[src/rtl/fetch_stage_pkg.sv]
// fetch_stage_pkg: shared encodings and address-map defaults for the fetch stage
package fetch_stage_pkg;
  localparam int JUMP_SIZE = 2;
  typedef enum logic [JUMP_SIZE-1:0] {JUMP_DISABLE, JUMP_INDEX, JUMP_REG} jump_e;
  typedef enum logic [1:0] {BRANCH_DISABLE, BRANCH_BEQ, BRANCH_BNE} branch_e;
  localparam logic [31:0] PC_INIT_DEFAULT = 32'h0000_3000;
  localparam logic [31:0] PC_MIN_DEFAULT = 32'h0000_3000;
  localparam logic [31:0] PC_MAX_DEFAULT = 32'h0000_6FFC;
  localparam logic [31:0] NOP = 32'h0;
endpackage

[src/rtl/fetch_stage_if.sv]
// fetch_stage_if: instruction-memory fetch bus (combinational read)
interface fetch_stage_if;
  logic [31:0] imem_addr;
  logic [31:0] imem_rdata;
  modport master(output imem_addr, input imem_rdata);
  modport slave(input imem_addr, output imem_rdata);
endinterface

[src/rtl/fetch_stage_next_pc.sv]
// next_pc: combinational next-PC selection from the decode-stage redirect
module next_pc
  import fetch_stage_pkg::*;
(
  input  logic [31:0]          f_pc_i,
  input  logic [31:0]          d_pc_i,
  input  logic [25:0]          d_idx_i,
  input  logic                 branch_en_i,
  input  logic                 branch_taken_i,
  input  logic [JUMP_SIZE-1:0] jump_i,
  input  logic [31:0]          rs_fwd_i,
  output logic [31:0]          npc_o
);
  logic [31:0] d_pc4;
  logic [31:0] br_off;
  assign d_pc4 = d_pc_i + 32'd4;
  assign br_off = {{14{d_idx_i[15]}}, d_idx_i[15:0], 2'b00};
  // jr beats j/jal beats a taken branch; otherwise fall through sequentially
  always_comb npc_o = (jump_i == JUMP_REG) ? rs_fwd_i :
                      (jump_i == JUMP_INDEX) ? {d_pc4[31:28], d_idx_i, 2'b00} :
                      (branch_en_i & branch_taken_i) ? d_pc4 + br_off :
                      f_pc_i + 32'd4;
endmodule

[src/rtl/fetch_stage.sv]
// fetch_stage: PC register, next-PC selection and IF/ID pipeline register
module fetch_stage
  import fetch_stage_pkg::*;
#(
  parameter logic [31:0] PC_INIT = PC_INIT_DEFAULT,
  parameter logic [31:0] PC_MIN  = PC_MIN_DEFAULT,
  parameter logic [31:0] PC_MAX  = PC_MAX_DEFAULT
) (
  input  logic                 clk,
  input  logic                 reset,
  input  logic                 stall,
  input  logic                 flush,
  fetch_stage_if.master        imem,
  input  logic                 branch_en,
  input  logic                 branch_taken,
  input  logic [JUMP_SIZE-1:0] jump,
  input  logic [31:0]          rs_fwd,
  output logic [31:0]          D_instr,
  output logic [31:0]          D_pc,
  output logic [31:0]          D_pc8,
  output logic                 D_adel
);
  logic [31:0] f_pc_q, f_pc_d, d_instr_q, d_instr_d, d_pc_q, d_pc_d, npc;
  logic        d_adel_q, d_adel_d, f_adel;
  next_pc u_next_pc (
    .f_pc_i(f_pc_q),
    .d_pc_i(d_pc_q),
    .d_idx_i(d_instr_q[25:0]),
    .branch_en_i(branch_en),
    .branch_taken_i(branch_taken),
    .jump_i(jump),
    .rs_fwd_i(rs_fwd),
    .npc_o(npc)
  );
  assign f_adel = (|f_pc_q[1:0]) | (f_pc_q < PC_MIN) | (f_pc_q > PC_MAX);
  // flush bubbles IF/ID but still lets the PC advance unless stalled; a bad fetch enters as NOP
  always_comb begin
    f_pc_d    = stall ? f_pc_q : npc;
    d_instr_d = flush ? NOP : stall ? d_instr_q : f_adel ? NOP : imem.imem_rdata;
    d_pc_d    = (flush | ~stall) ? f_pc_q : d_pc_q;
    d_adel_d  = flush ? 1'b0 : stall ? d_adel_q : f_adel;
  end
  // PC and IF/ID state, cleared immediately by reset
  always_ff @(posedge clk or posedge reset) begin
    if (reset) begin
      f_pc_q    <= PC_INIT;
      d_instr_q <= NOP;
      d_pc_q    <= PC_INIT;
      d_adel_q  <= 1'b0;
    end else begin
      f_pc_q    <= f_pc_d;
      d_instr_q <= d_instr_d;
      d_pc_q    <= d_pc_d;
      d_adel_q  <= d_adel_d;
    end
  end
  assign imem.imem_addr = f_pc_q;
  assign D_instr = d_instr_q;
  assign D_pc    = d_pc_q;
  assign D_adel  = d_adel_q;
  assign D_pc8   = d_pc_q + 32'd8;
endmodule

[src/flat_wrapper.sv]
// flat-port wrapper written by rule: the top's interface ports become plain ports
module fetch_stage_flat import fetch_stage_pkg::*;
#(
  parameter logic [31:0] PC_INIT = PC_INIT_DEFAULT,
  parameter logic [31:0] PC_MIN  = PC_MIN_DEFAULT,
  parameter logic [31:0] PC_MAX  = PC_MAX_DEFAULT
)
  (clk, reset, stall, flush, branch_en, branch_taken, jump, rs_fwd, D_instr, D_pc, D_pc8, D_adel, imem_imem_addr, imem_imem_rdata);
  fetch_stage_if imem_i ();
  input  logic clk;
  input  logic reset;
  input  logic stall;
  input  logic flush;
  input  logic branch_en;
  input  logic branch_taken;
  input  logic [JUMP_SIZE-1:0] jump;
  input  logic [31:0] rs_fwd;
  output logic [31:0] D_instr;
  output logic [31:0] D_pc;
  output logic [31:0] D_pc8;
  output logic D_adel;
  output wire logic [$bits(imem_i.imem_addr)-1:0] imem_imem_addr;
  input wire logic [$bits(imem_i.imem_rdata)-1:0] imem_imem_rdata;
  assign imem_imem_addr = imem_i.imem_addr;
  assign imem_i.imem_rdata = imem_imem_rdata;
  fetch_stage #(.PC_INIT(PC_INIT), .PC_MIN(PC_MIN), .PC_MAX(PC_MAX)) u_core (.clk(clk), .reset(reset), .stall(stall), .flush(flush), .imem(imem_i), .branch_en(branch_en), .branch_taken(branch_taken), .jump(jump), .rs_fwd(rs_fwd), .D_instr(D_instr), .D_pc(D_pc), .D_pc8(D_pc8), .D_adel(D_adel));
endmodule
[config.mk]
export PLATFORM = sky130hd
export DESIGN_NAME = fetch_stage_flat
export DESIGN_NICKNAME = d
export VERILOG_FILES = /design/src/rtl/fetch_stage_pkg.sv /design/src/rtl/fetch_stage_if.sv /design/src/rtl/fetch_stage_next_pc.sv /design/src/rtl/fetch_stage.sv /design/src/flat_wrapper.sv
export SDC_FILE = /design/constraint.sdc
export NUM_CORES = 1
export LEC_CHECK = 0
export BUFFER_PORTS_ARGS = -buffer_cell sky130_fd_sc_hd__buf_2
export CAP_MARGIN = 20
export CORE_MARGIN = 1.5
export CORE_UTILIZATION = 45
export CTS_CLUSTER_SIZE = 14
export DETAILED_ROUTE_END_ITERATION = 8
export HOLD_SLACK_MARGIN = 0.1
export PLACE_DENSITY = 0.72
export SYNTH_ARGS = -nofsm -noshare
export SYNTH_HDL_FRONTEND = slang
export SYNTH_SLANG_ARGS = --single-unit
[constraint.sdc]
create_clock -name clk -period 3.5 [get_ports clk]
set_input_delay 0.7 -clock clk [delete_from_list [all_inputs] [get_ports clk]]
set_output_delay 0.7 -clock clk [all_outputs]
set_load 0.02 [all_outputs]
==> results by group <==
Run status
  – Status: finished, violations left
  – Violated checks: negative setup slack

Timing
  – Fmax: 280.5 MHz
  – Layout Skew: approximately 11 ps
  – RSZ-0062 raised after global routing: yes
  – Post-route minimum period: roughly 3600 ps
  – Fin crit share: 1.018
  – Setup ws final: -64.64 ps
  – Fin. Hold Viols: 0
  – Relative slew margins: 0.3856
  – Final setup fails: 1
  – Min Hold Slack: between 400 and 500 ps
  – Slew @ Worst Pin: 919.7 ps
  – Final Max Tran Viols: 0

Detailed routing
  – Total Routed Length: approximately 27 mm
  – Final ANT Viol Nets: 0
  – Vias per cell: roughly 6
  – First drt pass iteration count: 5
  – DRT iter0 DRCs: 840
  – Drt wl/cell: around 20 um
  – Remaining DRCs: 0
  – Vias: 8258

CTS
  – Latest clock arrival within the worst-skew pair: ~360 ps
  – CTS HTree Levels: 3
  – CTS tree: done
  – CTS max path bufs: 2
  – Root Driver: clkbuf_16
  – Clk slew on worst S/H paths: 70 ps
  – Clock Sinks: between 90 and 100
  – Post-CTS Hold Fix Bufs: 0
  – CTS Buf Count: 9

Synth
  – Yosys warnings: 0
  – Seq/Total Area, Yosys: 0.3070
  – Synthesized net count: 1018
  – EDFF count, synth: 0
  – Ys async rst share: 1.000
  – Area share of the largest cell type after synthesis: 0.2937
  – Mapped Cells: 907
  – Synth area leaders: dfrtp_1 (29%), xnor2_1 (6.6%), ha_1 (6.0%)
  – Syn avg cell area: just under 9 um^2
  – Cell taking the most area after synthesis: dfrtp_1
  – Synth top cells by count: dfrtp_1 (93), nand2_1 (88), nor2_1 (62)
  – Mapped Area: about 7900 um^2
  – Most numerous cell in the Yosys netlist: dfrtp_1
  – Main synth FF type: dfrtp_1
  – Library cells used by synthesis: 79
  – FF+latch count, synth: between 90 and 100

Layout
  – Layout cells sized above 1: 0.3785
  – Antenna cells: 0
  – Final instance area: ~10000 um^2
  – Area delta synth->final: 30.69%
  – Nets: about 1300

Hold path
  – Hold crit path type: primary input to async pin

Floorplanning
  – Core ar.: approximately 17000 um^2
  – Die W: 135.7 um
  – Initial Utilization: 0.4596
  – Die extent in y: about 140 um
  – Number of top-level pins: ~200
  – Row count: 48
  – Die area: 18410 um^2

Critical path
  – Critical-path maximum fanout: 3
  – Req. time, crit path: around 3700 ps
  – Worst path most repeated cell: a21o_1
  – Critical Path Start Type: flop
  – Crit-path cells: and3_4, nand4_1, nor3_4, nand3_1, xnor2_1, ha_1, a21o_1, a21o_1, a21oi_2, o22ai_2, a211o_1, o31ai_2, buf_4, mux2i_1, o21ai_1
  – WP buf/inv: 1
  – Worst path top cell family by delay: compound AO/OA/AOI/OAI gates
  – Crit path largest cell delay: between 500 and 600 ps
  – Critical path endpoint category: flop
  – WS Path Type: flop to flop
  – CP arrival: between 3000 and 4000 ps
  – Max stage delay cell, worst path: dfstp_2

Place
  – Port bufs: 200
  – Area of placed instances: around 9600 um^2
  – RD Place Congestion: roughly 0.96
  – DP Wirelength: a little over 20 mm

Global routing
  – Antenna violations before repair: 0
  – First-pass GRT wire length: roughly 41 mm
  – Vias in the first global route: between 7000 and 8000
  – Grt ovf: 0
  – Total GRT Usage: 0.2914
  – Largest net degree at the start of global routing: 57

Job
  – Max_cap viols: 0

Power
  – Peak VDD IR: around 0.00027 V
  – Cell Pwr Density: 427.9 nW/um^2
  – Overall Power: approximately 4400 uW
  – Leakage power: just under 0.005 uW
path summary, 6_finish.rpt:
check | cells after the start | slack (ps) | endpoint | start
max | 15 | -60 | u_core.imem.imem_addr[29]$_DFFE_PP0N_ | u_core.D_pc[12]$_DFFE_PP1P_
min | 2 | 470 | u_core.imem.imem_addr[4]$_DFFE_PP0N_ | reset
max reg2reg | 15 | -60 | u_core.imem.imem_addr[29]$_DFFE_PP0N_ | u_core.D_pc[12]$_DFFE_PP1P_
min reg2reg | 1 | 500 | u_core.D_instr[29]$_DFFE_PP0P_ | u_core.D_instr[29]$_DFFE_PP0P_
max in group asynchronous | 3 | 2280 | u_core.D_pc[13]$_DFFE_PP1P_ | reset
min in group clk | 1 | 500 | u_core.D_instr[29]$_DFFE_PP0P_ | u_core.D_instr[29]$_DFFE_PP0P_
per-stage QoR:
step | cells | setup WS [ps] | setup TNS, ps | util
floorplan | 907 | -114.6 | -317.2 | -
global placement | 1370 | 26.19 | 0 | 0.5569
detailed placement | 1370 | -75.10 | -82.01 | 0.5569
CTS | 1391 | -40.47 | -58.63 | 0.5812
global route | 1398 | -190.0 | -800.8 | 0.6007
finish | 1398 | -64.64 | -64.64 | 0.6007
layout by cell type (no fill, tap or decap), drive strengths merged, types with 19 or more instances in the layout:
cell / count
mux2: 31
xor2: 37
ha: 38
a22o: 33
xnor2: 60
nand2: 89
nand4: 19
dfrtp: 93
a21oi: 61
buf: 311
inv: 23
nor2: 63
o21ai: 52
nand3: 48
area by class of cell:
type	instances	area [um^2]
Clock buffer	10	239.0
Clock inverter	5	80.08
Fill cell	1498	6883
Inverter	25	96.34
Multi-Input combinational cell	725	5366
Sequential cell	97	2436
Tap cell	225	281.5
Timing Repair Buffer	311	1854
cells by family after synthesis:
kind of cell,after synthesis,share of synthesized area
mux,40,0.05701
fa+ha+maj,39,0.06254
flops,97,0.3070
compound gates,247,0.2085
simple gates,302,0.1971
xor+xnor,97,0.1072
buf+inv,85,0.06064
repair_timing:
item | in CTS | in global routing
gates cloned | 0 | 0
setup buffers | 6 | 7
pin swaps | 11 | 30
setup endpoints to repair | 2 | 17
gates resized for setup | 14 | 60
registers in the layout, indices dropped and copies added (netlist names):
| signal | flops |
|---|---|
| u_core.D_instr | 32 |
| u_core.D_adel | 1 |
| u_core.imem.imem_addr | 32 |
| u_core.D_pc | 32 |
per-layer routing:
metal / part of all wire / GRT usage
met1: 0.45 / 0.4388
met5: 0 / 0
met4: 0.020 / 0.06750
met2: 0.43 / 0.4278
met3: 0.095 / 0.05499
worst reg2reg max path, delay by kind of cell (launching register included):
family,cells,cell delay (ps)
XOR/XNOR,1,170
buffers and inverters,1,160
AND/OR/NAND/NOR,4,770
multiplexers,1,220
adder cells (fa/ha/maj),1,320
flip-flops,1,540
AO/OA/AOI/OAI,7,1270
power by group:
group	leakage, uW	total [uW]	internal (uW)	switching [uW]
Clock	0.000151	1090	641	449
Sequential	0.00123	1560	1260	295
Combinational	0.00358	1780	747	1030
Total	0.00495	4430	2650	1780
No activity file was read; power rests on OpenSTA's default activity.
